[config.mk]
export PLATFORM = sky130hd
export DESIGN_NAME = recepcao_medida_serial
export DESIGN_NICKNAME = d
export VERILOG_FILES = /design/src/rtl/recepcao_medida_serial_pkg.sv /design/src/rtl/recepcao_medida_serial_rx.sv /design/src/rtl/recepcao_medida_serial.sv
export SDC_FILE = /design/constraint.sdc
export NUM_CORES = 1
export LEC_CHECK = 0
export ABC_AREA = 1
export ABC_CLOCK_PERIOD_IN_PS = 4000
export CORE_MARGIN = 4
export CORE_UTILIZATION = 53
export CTS_BUF_LIST = sky130_fd_sc_hd__clkbuf_4
export DETAILED_ROUTE_END_ITERATION = 16
export PLACE_DENSITY = 0.79
export SETUP_SLACK_MARGIN = 0.3
export SKIP_CTS_REPAIR_TIMING = 1
export SLEW_MARGIN = 20
export SYNTH_ARGS = -nofsm -noshare
export SYNTH_HDL_FRONTEND = slang
export SYNTH_SLANG_ARGS = --single-unit
[constraint.sdc]
create_clock -name clock -period 4 [get_ports clock]
set_input_delay 0.8 -clock clock [delete_from_list [all_inputs] [get_ports clock]]
set_output_delay 0.8 -clock clock [all_outputs]
set_load 0.02 [all_outputs]
[src/rtl/recepcao_medida_serial_pkg.sv]
// rtl/recepcao_medida_serial_pkg.sv - shared encodings and defaults for the distance telemetry receiver
package recepcao_medida_serial_pkg;

    typedef enum logic [1:0] {
        OCIOSO = 2'd0,
        INICIO = 2'd1,
        DADOS  = 2'd2,
        PARADA = 2'd3
    } rx_estado_t;

    typedef enum logic [1:0] {
        ESPERA_D0  = 2'd0,
        ESPERA_D1  = 2'd1,
        ESPERA_D2  = 2'd2,
        ESPERA_FIM = 2'd3
    } parser_estado_t;

    localparam int         CLKS_PER_BIT_PADRAO = 5208;
    localparam logic [7:0] CHAR_OFFSET_PADRAO  = 8'h30;
    localparam logic [7:0] CHAR_FIM_PADRAO     = 8'h23;

endpackage

[src/rtl/recepcao_medida_serial_rx.sv]
// rtl/recepcao_medida_serial_rx.sv - 8N1 UART byte receiver with start-bit validation and stop-bit check
module rx_serial_8N1
    import recepcao_medida_serial_pkg::*;
#(
    parameter int CLKS_PER_BIT = CLKS_PER_BIT_PADRAO
) (
    input  logic       clock,
    input  logic       reset,
    input  logic       RX,
    output logic [7:0] dados,
    output logic       byte_valido,
    output logic       erro_quadro,
    output logic [1:0] estado
);

    localparam int             CW     = $clog2(CLKS_PER_BIT);
    localparam logic [CW-1:0]  ULTIMO = CW'(CLKS_PER_BIT - 1);
    localparam logic [CW-1:0]  MEIO   = CW'(CLKS_PER_BIT / 2 - 1);

    rx_estado_t    atual, prox;
    logic [CW-1:0] cnt;
    logic [2:0]    bit_cnt;
    logic [7:0]    desloc;
    logic          rx_ant;
    logic          fim_meio, fim_bit;

    assign fim_meio = (cnt == MEIO);
    assign fim_bit  = (cnt == ULTIMO);
    assign estado   = atual;

    always_comb begin
        prox = atual;
        case (atual)
            OCIOSO: if (rx_ant && !RX) prox = INICIO;
            INICIO: if (fim_meio) prox = RX ? OCIOSO : DADOS;
            DADOS:  if (fim_bit && bit_cnt == 3'd7) prox = PARADA;
            PARADA: if (fim_bit) prox = OCIOSO;
            default: prox = OCIOSO;
        endcase
    end

    always_ff @(posedge clock) begin
        if (!reset) begin
            atual       <= OCIOSO;
            cnt         <= '0;
            bit_cnt     <= '0;
            desloc      <= '0;
            rx_ant      <= 1'b1;
            dados       <= '0;
            byte_valido <= 1'b0;
            erro_quadro <= 1'b0;
        end else begin
            atual       <= prox;
            rx_ant      <= RX;
            byte_valido <= 1'b0;
            erro_quadro <= 1'b0;
            // The half-bit wait in INICIO re-aligns every later sample to mid-bit.
            if (prox != atual || atual == OCIOSO || fim_bit)
                cnt <= '0;
            else
                cnt <= cnt + 1'b1;
            case (atual)
                OCIOSO: bit_cnt <= '0;
                DADOS: if (fim_bit) begin
                    desloc  <= {RX, desloc[7:1]};
                    bit_cnt <= bit_cnt + 1'b1;
                end
                PARADA: if (fim_bit) begin
                    if (RX) begin
                        dados       <= desloc;
                        byte_valido <= 1'b1;
                    end else begin
                        erro_quadro <= 1'b1;
                    end
                end
                default: ;
            endcase
        end
    end

endmodule

[src/rtl/recepcao_medida_serial.sv]
// rtl/recepcao_medida_serial.sv - deserialises "D0 D1 D2 #" ASCII frames into a 12-bit distance
module recepcao_medida_serial
    import recepcao_medida_serial_pkg::*;
#(
    parameter int         CLKS_PER_BIT = CLKS_PER_BIT_PADRAO,
    parameter logic [7:0] CHAR_OFFSET  = CHAR_OFFSET_PADRAO,
    parameter logic [7:0] CHAR_FIM     = CHAR_FIM_PADRAO
) (
    input  logic        clock,
    input  logic        reset,
    input  logic        RX,
    output logic [11:0] distancia,
    output logic        medida_pronta,
    output logic        erro_quadro,
    output logic        erro_caracter,
    output logic [3:0]  db_estado
);

    logic           rx_meta, rx_sinc;
    logic [7:0]     dados;
    logic           byte_valido;
    logic [1:0]     estado_rx;
    parser_estado_t estado, prox;
    logic [3:0]     n0, n1, n2;
    logic [7:0]     dif;
    logic           eh_digito, grava, concluir, erro_car;

    always_ff @(posedge clock) begin
        if (!reset) begin
            rx_meta <= 1'b1;
            rx_sinc <= 1'b1;
        end else begin
            rx_meta <= RX;
            rx_sinc <= rx_meta;
        end
    end

    rx_serial_8N1 #(
        .CLKS_PER_BIT(CLKS_PER_BIT)
    ) u_rx (
        .clock      (clock),
        .reset      (reset),
        .RX         (rx_sinc),
        .dados      (dados),
        .byte_valido(byte_valido),
        .erro_quadro(erro_quadro),
        .estado     (estado_rx)
    );

    assign dif       = dados - CHAR_OFFSET;
    assign eh_digito = (dados >= CHAR_OFFSET) && (dif[7:4] == 4'd0);
    assign db_estado = {estado_rx, estado};

    always_comb begin
        prox     = estado;
        grava    = 1'b0;
        concluir = 1'b0;
        erro_car = 1'b0;
        if (erro_quadro) begin
            prox = ESPERA_D0;
        end else if (byte_valido) begin
            case (estado)
                ESPERA_FIM: begin
                    if (dados == CHAR_FIM) concluir = 1'b1;
                    else                   erro_car = 1'b1;
                    prox = ESPERA_D0;
                end
                default: begin
                    // A stray '#' in a digit slot also lands here, so the next byte is D0.
                    if (eh_digito) begin
                        grava = 1'b1;
                        case (estado)
                            ESPERA_D0: prox = ESPERA_D1;
                            ESPERA_D1: prox = ESPERA_D2;
                            default:   prox = ESPERA_FIM;
                        endcase
                    end else begin
                        erro_car = 1'b1;
                        prox     = ESPERA_D0;
                    end
                end
            endcase
        end
    end

    always_ff @(posedge clock) begin
        if (!reset) begin
            estado        <= ESPERA_D0;
            n0            <= '0;
            n1            <= '0;
            n2            <= '0;
            distancia     <= '0;
            medida_pronta <= 1'b0;
            erro_caracter <= 1'b0;
        end else begin
            estado        <= prox;
            medida_pronta <= concluir;
            erro_caracter <= erro_car;
            if (grava) begin
                case (estado)
                    ESPERA_D0: n0 <= dif[3:0];
                    ESPERA_D1: n1 <= dif[3:0];
                    default:   n2 <= dif[3:0];
                endcase
            end
            if (concluir) distancia <= {n0, n1, n2};
        end
    end

endmodule

==> metrics.txt <==
status completed; detailed-route DRC error count 0; EDFF count, synth 0; final hold viol count 0; Initial DRC Count between 150 and 200; CTS tree done; endpoints failing setup 0; sequential power share 51.1%; H-tree depth 3; Synth top area share 47.9%; Net Sw Frac roughly a fifth; Hold Path Class flop to flop; Req. time, crit path between 3 and 4 ns; CP bufs+invs 1; fin nets 400; logic gate share of total power 1.6%; Die Area 6520 um2; root buf cell clkbuf_4; sequential share of the synthesized area between 40 and 50%; Port-buffer cells 21; synthesis-to-finish area growth 15.5%; RSZ-0062 raised after global routing no; period utilization roughly three fifths; yosys synthesis warning count 0; CP max stage delay 0.68 ns; Setup crit start kind flop; Worst Tran Pin Value 0.725 ns; Register Area ~1300 um2; worst reg-to-reg path cell count 5; routability cong. 0.858; Crit. Startpoint estado[0]; Leakage about 1.2 nW; area of the multi-input gates 1210 um2; crit-path max FO 10; CTS Sinks 67; Mapped Nets 380; antenna violations before repair 0; Die Width 80.7 um; initial core utilization 54.9%; via count 2343; Critical Path AT about 1.6 ns; vias per cell around 5; number of global-route vias before repair 2053; worst ir drop on vdd approximately 0.20 mV; final setup skew 0.00779 ns; fraction of registers with async set/reset 0%; syn_area_per_cell between 7 and 8 um2; R2R setup slack 2.11 ns; antenna-violating nets left 0; later-pin clock latency in the skew report roughly 0.39 ns; layout cell share with drive strength beyond 1 7.27%; Hold EP rx_sinc; clk buf depth 2; Yosys reg bits 67; WS Path Type flop to output pin; Final Max Slew Viols 0; Clk pin slew, worst setup/hold paths 0.11 ns; Post-synth top cells dfxtp_1, nor2_1, nand2_1; Max-slew headroom 51.5%; post-layout min period ~2.4 ns; CP Capture Type output pin; R2R Path End distancia[6]; largest net degree at the start of global routing 35; Layout Utilization 63.4%; IO Pins 22; R2R Path Start estado[0]; Top Family by Delay on Critical Path buffers and inverters; fmax 414 MHz; synth unique cells 28; worst hold start rx_meta; Tot GR Track Use about 18%; grt ovf 0; ys flop type dfxtp_1; P per Cell Area 405 nW/um2; DPL Wire Length 3670 um; CTS Buf Count 9; Mapped Area 2800 um2; Switch Pwr 0.000257 W; Core Area 5110 um2; total wire length 5280 um; Clk pwr share 47.2%; cell taking the most area after synthesis dfxtp_1; antenna cell count 0; # fillers 467; max-cap viol count 0; CP max stage cell clkdlybuf4s50_1; largest cells by area after synthesis dfxtp_1, nor2_1, nand2_1; Final TNS setup 0 ns; hold depth 1; Int Pwr 0.00105 W; Avg WL per Cell 11.3 um; first-pass GRT wire length 8890 um; drt first pass iters 4; Die Span Y 80.7 um; Cells after Synth 374; cell breakdown of the critical path clkdlybuf4s50_1; Site Rows 26
[cell usage in the layout (no fill, tap or decap), types with 3 or more instances in the layout]
cell type	synthesis	routed
nor2_1	67	67
clkbuf_4	0	9
o21ai_0	28	28
bufinv_16	0	4
nand4_1	8	8
nand3_1	26	26
a21oi_1	25	25
ha_1	3	3
xor2_1	10	10
nand2_2	3	3
nand2_1	48	48
clkdlybuf4s50_1	0	21
dfxtp_1	67	67
nor3_1	17	17
inv_1	44	44
[worst register-to-register path, delay by kind of cell (launching register included)]
| kind | cells | cell delay (ns) |
|---|---|---|
| DFF | 1 | 0.55 |
| AOI/OAI and AO/OA | 2 | 0.48 |
| and+or+nand+nor | 3 | 0.73 |
[worst max path at each step]
stage                     slack, ns  depth (start not counted)       endpoint
final                          1.59                          1   db_estado[0]
after floorplan                2.38                          4  medida_pronta
after CTS                      1.59                          1   db_estado[0]
after global routing           1.52                          1   db_estado[1]
after global placement         1.36                          8   u_rx.cnt[11]
after detailed placement       1.30                          8    u_rx.cnt[3]
[registers in the layout (all words and copies together) (netlist names), 2 cells and up]
signal / cells
n1: 4
u_rx.dados: 8
n0: 4
n2: 4
u_rx.cnt: 13
u_rx.bit_cnt: 3
distancia: 12
u_rx.estado: 2
estado: 2
u_rx.desloc: 8
[power groups by stage]
stage                     Combinational [W]  Sequential [W]  Clock (W)
after detailed placement          0.0000216        0.000686          0
after CTS                         0.0000215        0.000671   0.000627
after global routing              0.0000240        0.000671   0.000665
after floorplan                   0.0000144        0.000686          0
after global placement            0.0000211        0.000686          0
final                             0.0000214        0.000671   0.000619
[logic make-up (layout without fill, tap and decap cells)]
kind of cell	count (synthesis)	in the layout	synth area share [%]
AOI/OAI and AO/OA	59	59	11.1
DFF	67	67	47.9
buffers and inverters	59	84	8.93
and+or+nand+nor	176	176	27.6
xor gates and xnor gates	10	10	3.12
adders and majority gates	3	3	1.34
[per-layer routing]
layer	up-vias	global-route usage, %	wire length [um]
li1	1250	-	-
met1	1034	23.4	2660
met2	48	26.5	2240
met3	11	3.81	256
met4	0	9.80	119
met5	-	0	0
[per-stage QoR]
stage	area, um2	power (W)	setup WS, ns	cells	hold WS (ns)
floorplan	2800	0.000700	2.38	374	0.393
CTS	3240	0.00132	1.59	469	0.447
global route	3240	0.00136	1.52	469	0.466
detailed placement	3030	0.000707	1.30	453	0.422
finish	3240	0.00131	1.59	469	0.436
global placement	3030	0.000707	1.36	453	0.405
[layout make-up]
| type | instances | share of cell area [%] |
|---|---|---|
| Timing Repair Buffer | 22 | 6.72 |
| Sequential cell | 67 | 41.4 |
| Clock inverter | 7 | 4.33 |
| Clock buffer | 9 | 2.09 |
| Multi-Input combinational cell | 248 | 37.4 |
| Inverter | 46 | 5.33 |
| Tap cell | 70 | 2.70 |
No activity file was read; power rests on OpenSTA's default activity.
